### config.mk
export PLATFORM = sky130hd
export DESIGN_NAME = game_flow_controller
export DESIGN_NICKNAME = d
export VERILOG_FILES = /design/src/rtl/game_flow_controller.sv
export SDC_FILE = /design/constraint.sdc
export NUM_CORES = 1
export LEC_CHECK = 0
export CAP_MARGIN = 15
export CELL_PAD_IN_SITES_DETAIL_PLACEMENT = 1
export CELL_PAD_IN_SITES_GLOBAL_PLACEMENT = 1
export CORE_MARGIN = 2
export CORE_UTILIZATION = 45
export DETAILED_ROUTE_END_ITERATION = 10
export PLACE_DENSITY_LB_ADDON = 0.12
export SLEW_MARGIN = 20
export SYNTH_ARGS = -nofsm -noshare
export SYNTH_HDL_FRONTEND = slang
export SYNTH_SLANG_ARGS = --single-unit
### constraint.sdc
create_clock -name clk -period 11.5 [get_ports clk]
set_clock_uncertainty 0.2 [all_clocks]
set_input_delay 1.15 -clock clk [delete_from_list [all_inputs] [get_ports clk]]
set_output_delay 1.15 -clock clk [all_outputs]
set_load 0.01 [all_outputs]
### src/rtl/game_flow_controller.sv
`default_nettype none
// ============================================================================
// Module   : game_flow_controller
// Purpose  : PAC-MAN game-state sequencer (state FSM, power timer, ghost combo,
//            score, lives and dot count), advanced once per game tick.
// Revision : 1.0 - initial release
// ============================================================================
module game_flow_controller #(
    parameter int LIVES         = 3,
    parameter int MAX_DOTS      = 240,
    parameter int POWER_TICKS   = 8,
    parameter int DEATH_TICKS   = 5,
    parameter int DOT_POINTS    = 10,
    parameter int BIGDOT_POINTS = 50,
    parameter int GHOST_POINTS  = 200,
    parameter int SCORE_MAX     = 999999
) (
    input  logic        clk,
    input  logic        reset,
    input  logic        tick,
    input  logic        start_key,
    input  logic        dot_eaten,
    input  logic        big_dot_eaten,
    input  logic [3:0]  ghost_hit,
    output logic [2:0]  game_state,
    output logic        power_active,
    output logic [3:0]  power_remaining,
    output logic [3:0]  ghost_respawn,
    output logic        actors_reset,
    output logic        map_reload,
    output logic [19:0] score,
    output logic [1:0]  lives,
    output logic [8:0]  dots_eaten
);

    localparam int c_death_w = $clog2(DEATH_TICKS + 1) + 1;

    typedef enum logic [2:0] {
        ST_STANDBY  = 3'd0,
        ST_PLAYING  = 3'd1,
        ST_POWER    = 3'd2,
        ST_DYING    = 3'd3,
        ST_GAMEOVER = 3'd4,
        ST_WIN      = 3'd5
    } state_t;

    state_t               r_state;
    logic                 r_start_prev;
    logic [1:0]           r_combo;
    logic [c_death_w-1:0] r_death_timer;

    logic        w_start_edge;
    logic [1:0]  w_combo_after;
    logic [12:0] w_ghost_pts;
    logic [12:0] w_tick_pts;
    logic [9:0]  w_dots_sum;
    logic [20:0] w_score_sum;
    logic [19:0] w_score_sat;
    logic        w_win;

    assign game_state   = r_state;
    assign power_active = (r_state == ST_POWER);
    assign w_start_edge = start_key & ~r_start_prev;

    // Ghosts are scored in ascending index order, each doubling the next one's value.
    always_comb begin
        w_ghost_pts   = '0;
        w_combo_after = r_combo;
        for (int i = 0; i < 4; i++) begin
            if (ghost_hit[i]) begin
                w_ghost_pts = w_ghost_pts + 13'(GHOST_POINTS << w_combo_after);
                if (w_combo_after != 2'd3)
                    w_combo_after = w_combo_after + 2'd1;
            end
        end
        w_tick_pts = (dot_eaten     ? 13'(DOT_POINTS)    : 13'd0)
                   + (big_dot_eaten ? 13'(BIGDOT_POINTS) : 13'd0)
                   + ((r_state == ST_POWER) ? w_ghost_pts : 13'd0);
        w_dots_sum  = {1'b0, dots_eaten} + {9'd0, dot_eaten} + {9'd0, big_dot_eaten};
        w_score_sum = {1'b0, score} + {8'd0, w_tick_pts};
        w_score_sat = (w_score_sum > 21'(SCORE_MAX)) ? 20'(SCORE_MAX) : w_score_sum[19:0];
        w_win       = (w_dots_sum >= 10'(MAX_DOTS));
    end

    always_ff @(posedge clk or posedge reset) begin
        if (reset) begin
            r_state         <= ST_STANDBY;
            r_start_prev    <= 1'b0;
            r_combo         <= 2'd0;
            r_death_timer   <= '0;
            power_remaining <= 4'd0;
            ghost_respawn   <= 4'd0;
            actors_reset    <= 1'b0;
            map_reload      <= 1'b0;
            score           <= 20'd0;
            lives           <= 2'(LIVES);
            dots_eaten      <= 9'd0;
        end else begin
            ghost_respawn <= 4'd0;
            actors_reset  <= 1'b0;
            map_reload    <= 1'b0;
            if (tick) begin
                r_start_prev <= start_key;
                case (r_state)
                    ST_STANDBY: begin
                        if (w_start_edge) begin
                            r_state      <= ST_PLAYING;
                            map_reload   <= 1'b1;
                            actors_reset <= 1'b1;
                        end
                    end
                    ST_PLAYING, ST_POWER: begin
                        score      <= w_score_sat;
                        dots_eaten <= w_dots_sum[8:0];
                        if (r_state == ST_POWER)
                            ghost_respawn <= ghost_hit;
                        // Clearing the level wins even on a tick that would otherwise kill.
                        if (w_win) begin
                            r_state         <= ST_WIN;
                            power_remaining <= 4'd0;
                            r_combo         <= 2'd0;
                        end else if (r_state == ST_PLAYING && |ghost_hit) begin
                            r_state       <= ST_DYING;
                            r_death_timer <= c_death_w'(DEATH_TICKS);
                            actors_reset  <= 1'b1;
                            if (lives != 2'd0)
                                lives <= lives - 2'd1;
                        end else if (big_dot_eaten) begin
                            r_state         <= ST_POWER;
                            power_remaining <= 4'(POWER_TICKS);
                            r_combo         <= 2'd0;
                        end else if (r_state == ST_POWER) begin
                            r_combo <= w_combo_after;
                            if (power_remaining == 4'd0) begin
                                r_state <= ST_PLAYING;
                                r_combo <= 2'd0;
                            end else begin
                                power_remaining <= power_remaining - 4'd1;
                            end
                        end
                    end
                    ST_DYING: begin
                        if (r_death_timer <= c_death_w'(1)) begin
                            r_death_timer <= '0;
                            if (lives == 2'd0) begin
                                r_state <= ST_GAMEOVER;
                            end else begin
                                r_state      <= ST_PLAYING;
                                actors_reset <= 1'b1;
                            end
                        end else begin
                            r_death_timer <= r_death_timer - c_death_w'(1);
                        end
                    end
                    ST_GAMEOVER, ST_WIN: begin
                        if (w_start_edge) begin
                            r_state    <= ST_STANDBY;
                            score      <= 20'd0;
                            lives      <= 2'(LIVES);
                            dots_eaten <= 9'd0;
                            r_combo    <= 2'd0;
                            map_reload <= 1'b1;
                        end
                    end
                    default: r_state <= ST_STANDBY;
                endcase
            end
        end
    end

endmodule
`default_nettype wire
==> impl_metrics.py <==
metrics = {
    "status": {
        "outcome": "completed",
    },
    "critical_path": {
        "crit_end": "score[8]$_DFFE_PP0P_",
        "required_ns": 11.53,
        "end_kind": "flop",
        "start_kind": "primary input",
        "cpMaxStageDelayCell": "clkdlybuf4s50_1",
        "rr_worst_depth": 36,
        "path_class": "primary input to flop",
        "reg2reg_slack_ns": 1.88,
        "critPathLaunch": "ghost_hit[0]",
        "crit-reg2reg-capture": "score[8]$_DFFE_PP0P_",
        "path_buf_inv": 5,
        "critical_path.top_delay_family": "compound AO/OA/AOI/OAI gates",
        "cp.depth": 34,
        "reg2reg_from": "r_combo[1]$_DFFE_PP0P_",
        "max_stage_delay_ns": 0.75,
        "arrival_ns": 10.37,
        "cp_max_fo": 21,
    },
    "clock_tree": {
        "hold_buffers": 0,
        "cts_resized": 0,
        "clock_path_buffers": 2,
        "cts.clk_slew.worst_paths_ns": 0.06,
        "root_buffer": "clkbuf_16",
        "clock_sinks": 51,
        "cts_setup_buffers": 0,
        "cts-htree-levels": 2,
        "insertion_delay_ns": 0.30,
        "cts_buffers": 5,
        "cts_tree": "yes",
    },
    "power": {
        "p_sw_w": 0.000731,
        "pwr-share-comb_pct": 70.4,
        "p_seq_share_pct": 19.8,
        "p_leak_nw": 2.87,
        "clockPowerShare_pct": 9.8,
        "ir_worst_vdd_v": 0.000153,
        "p_int_w": 0.000759,
        "power_density_nw_per_um2": 237,
        "power.share.switching_pct": 49.0,
    },
    "final_layout": {
        "final_nets": 807,
        "antenna_cells": 0,
        "syn_to_final_growth_pct": 13.5,
        "drive_gt1_share_pct": 4.38,
        "nFillCells": 1485,
    },
    "sta": {
        "fin_setup_tns_ns": 0,
        "period_share_pct": 89.9,
        "fin_crit_ns": 10.34,
        "rsz0062_at_grt": "false",
        "timing.slew.headroom_pct": 32.7,
        "finalHoldViolCount": 0,
        "whs_ns": 0.310,
        "max_freq_ghz": 0.0967,
        "setup_viol": 0,
        "worst_slew_pin_slew_ns": 0.996,
        "report.final.slew_viol_count": 0,
    },
    "floorplan": {
        "fp.dieW_um": 115,
        "start_util_pct": 46.1,
        "coreArea_um2": 12000,
        "io_pins": 55,
        "die-area_um2": 13200,
        "die_y_um": 115,
        "row_count": 40,
    },
    "grt": {
        "grt_max_degree": 52,
        "grt_pass1_wl_um": 27700,
        "antenna_found_initial": 0,
        "grt_usage_pct": 25.8,
        "grt_pass1_vias": 5415,
        "grt_overflow": 0,
    },
    "logic_synthesis": {
        "synthXorXnorAreaFrac_pct": 5.06,
        "synthMuxAreaShare_pct": 2.71,
        "yosysSeqAreaShare_pct": 23.1,
        "synthAdderAreaFrac_pct": 15.9,
        "synth_flop_cell": "dfrtp_1",
        "synth_edf_count": 0,
        "synthesis.area_um2": 5540,
        "synthCells": 695,
        "syn_area_per_cell_um2": 7.97,
        "synth-compound-area-share_pct": 27.4,
        "syn_nets": 772,
        "synth-simple-area-share_pct": 19.4,
        "synth_top_family_by_area": "compound AO/OA/AOI/OAI gates",
        "ys_seq_elements": 51,
        "yosysWarnings": 0,
        "ys_async_sr_fraction_pct": 100,
        "yosysUniqueCellTypes": 69,
    },
    "route": {
        "dr.first_iter.drc_count": 306,
        "vias": 5421,
        "ant_nets": 0,
        "drc": 0,
        "firstDrtPassIters": 4,
        "wirelength_um": 16700,
        "routed_via_density": 6.17,
        "routedWlPerCell_um": 19.0,
    },
    "placed_design": {
        "detailed_place_hpwl_um": 13000,
        "gp_congestion": 0.919,
        "port_buffers": 54,
    },
    "min_path": {
        "hp-class": "flop to flop",
        "worstHoldStart": "r_start_prev$_DFFE_PP0P_",
    },
    "flow_run": {
        "max_cap_violations": 0,
    },
}
==> worst min-delay path by stage <==
stage                                         to  slack [ns]  depth (start not counted)
floorplan           r_death_timer[1]$_DFFE_PP0P_        0.26                          2
global placement        r_start_prev$_DFFE_PP0P_        0.29                          1
detailed placement      r_start_prev$_DFFE_PP0P_        0.30                          1
CTS                     r_start_prev$_DFFE_PP0P_        0.31                          1
global route            r_start_prev$_DFFE_PP0P_        0.33                          1
finish                  r_start_prev$_DFFE_PP0P_        0.31                          1
==> per-stage QoR <==
stage	std cells	setup slack (ns)	power (W)	instance area (µm²)	util [%]
6_report	878	1.16	0.00149	6290	52.3
5_1_grt	878	0.511	0.00163	6290	52.3
4_1_cts	878	1.25	0.00149	6290	52.3
3_5_place_dp	870	0.957	0.00133	6150	51.2
3_3_place_gp	870	1.61	0.00129	6150	51.2
2_1_floorplan	695	3.05	0.00102	5540	-
==> cell usage after synthesis (3+ instances only) <==
cell type	number	share of area, %
a21oi_1	49	4.4
nand3_1	18	1.6
nor2b_1	13	1.5
a211oi_1	8	1.1
fa_1	6	2.2
and2_1	6	0.68
o31ai_1	11	1.5
o311ai_0	4	0.63
dfrtp_1	49	22
clkbuf_1	18	1.2
xnor2_1	15	2.4
nand2_1	52	3.5
a32o_1	4	0.72
o211ai_2	3	0.68
ha_1	61	14
o21ai_1	12	1.1
inv_1	53	3.6
nor3_1	16	1.4
a22oi_1	6	0.81
mux2_2	8	1.6
nand4_1	5	0.56
and3_1	16	1.8
nor2_1	61	4.1
or2_2	3	0.34
xor2_1	17	2.7
a22o_1	7	1.1
o31a_1	3	0.47
nand2b_1	9	1.0
o21ai_0	46	4.2
or4_1	4	0.54
o21a_1	10	1.4
o211ai_1	6	0.81
a31oi_1	8	0.90
buf_2	7	0.63
a2111oi_0	6	0.95
o22ai_1	3	0.34
a211o_1	6	0.95
mux2i_1	6	1.1
nor3b_1	5	0.68
a21o_1	16	2.2
or3_1	5	0.56
==> layout by cell type (no fill, tap or decap), types with 8 or more instances in the layout <==
cell and n:
o21a_1 10, a21o_1 16, nor3_1 16, nor2_1 61
nor2b_1 13, clkdlybuf4s50_1 54, nand3_1 18, o21ai_0 46
xnor2_1 15, a31oi_1 8, a21oi_1 49, o21ai_1 11
o31ai_1 11, nand2_1 52, nand2b_1 9, ha_1 61
dfrtp_1 49, xor2_1 17, a211oi_1 8, mux2_2 8
inv_1 52, and3_1 16
==> power groups by stage <==
stage / registers (W) / logic [W] / clock network, W
2_1_floorplan: 0.000296 / 0.000723 / 0
3_3_place_gp: 0.000294 / 0.000996 / 0
3_5_place_dp: 0.000297 / 0.00104 / 0
4_1_cts: 0.000294 / 0.00105 / 0.000148
5_1_grt: 0.000304 / 0.00117 / 0.000154
6_report: 0.000295 / 0.00105 / 0.000146
==> per-layer routing <==
metal	vias up	share of wire (%)	wire, µm	track usage [%]
met5	-	0	0	0
li1	2600	-	-	-
met4	0	0.78	131	4.82
met2	98	48	8030	44.7
met3	7	3.2	542	1.95
met1	2716	48	8020	35.6
==> logic make-up (layout without fill, tap and decap cells) <==
kind of cell,after synthesis,after routing
flip-flops,51,51
multiplexers,14,14
AND/OR/NAND/NOR,220,220
buffers and inverters,84,120
adder cells (fa/ha/maj),67,67
XOR/XNOR,32,32
AO/OA/AOI/OAI,227,227
==> layout make-up <==
class                   instances  area, µm²  share of cell area, %
multi-input cells             560       3910                   62.3
flip-flops and latches         51       1280                   20.3
repair buffers                 58        571                   9.08
inverters                      54        203                   3.22
well taps                     147        184                   2.93
clock buffers                   8        136                   2.17
==> registers in the layout (all words and copies together) (netlist names) <==
signal / cells
lives: 2
ghost_respawn: 4
r_combo: 2
map_reload: 1
r_death_timer: 4
actors_reset: 1
dots_eaten: 9
game_state: 3
r_start_prev: 1
power_remaining: 4
score: 20
No activity file was read; power rests on OpenSTA's default activity.
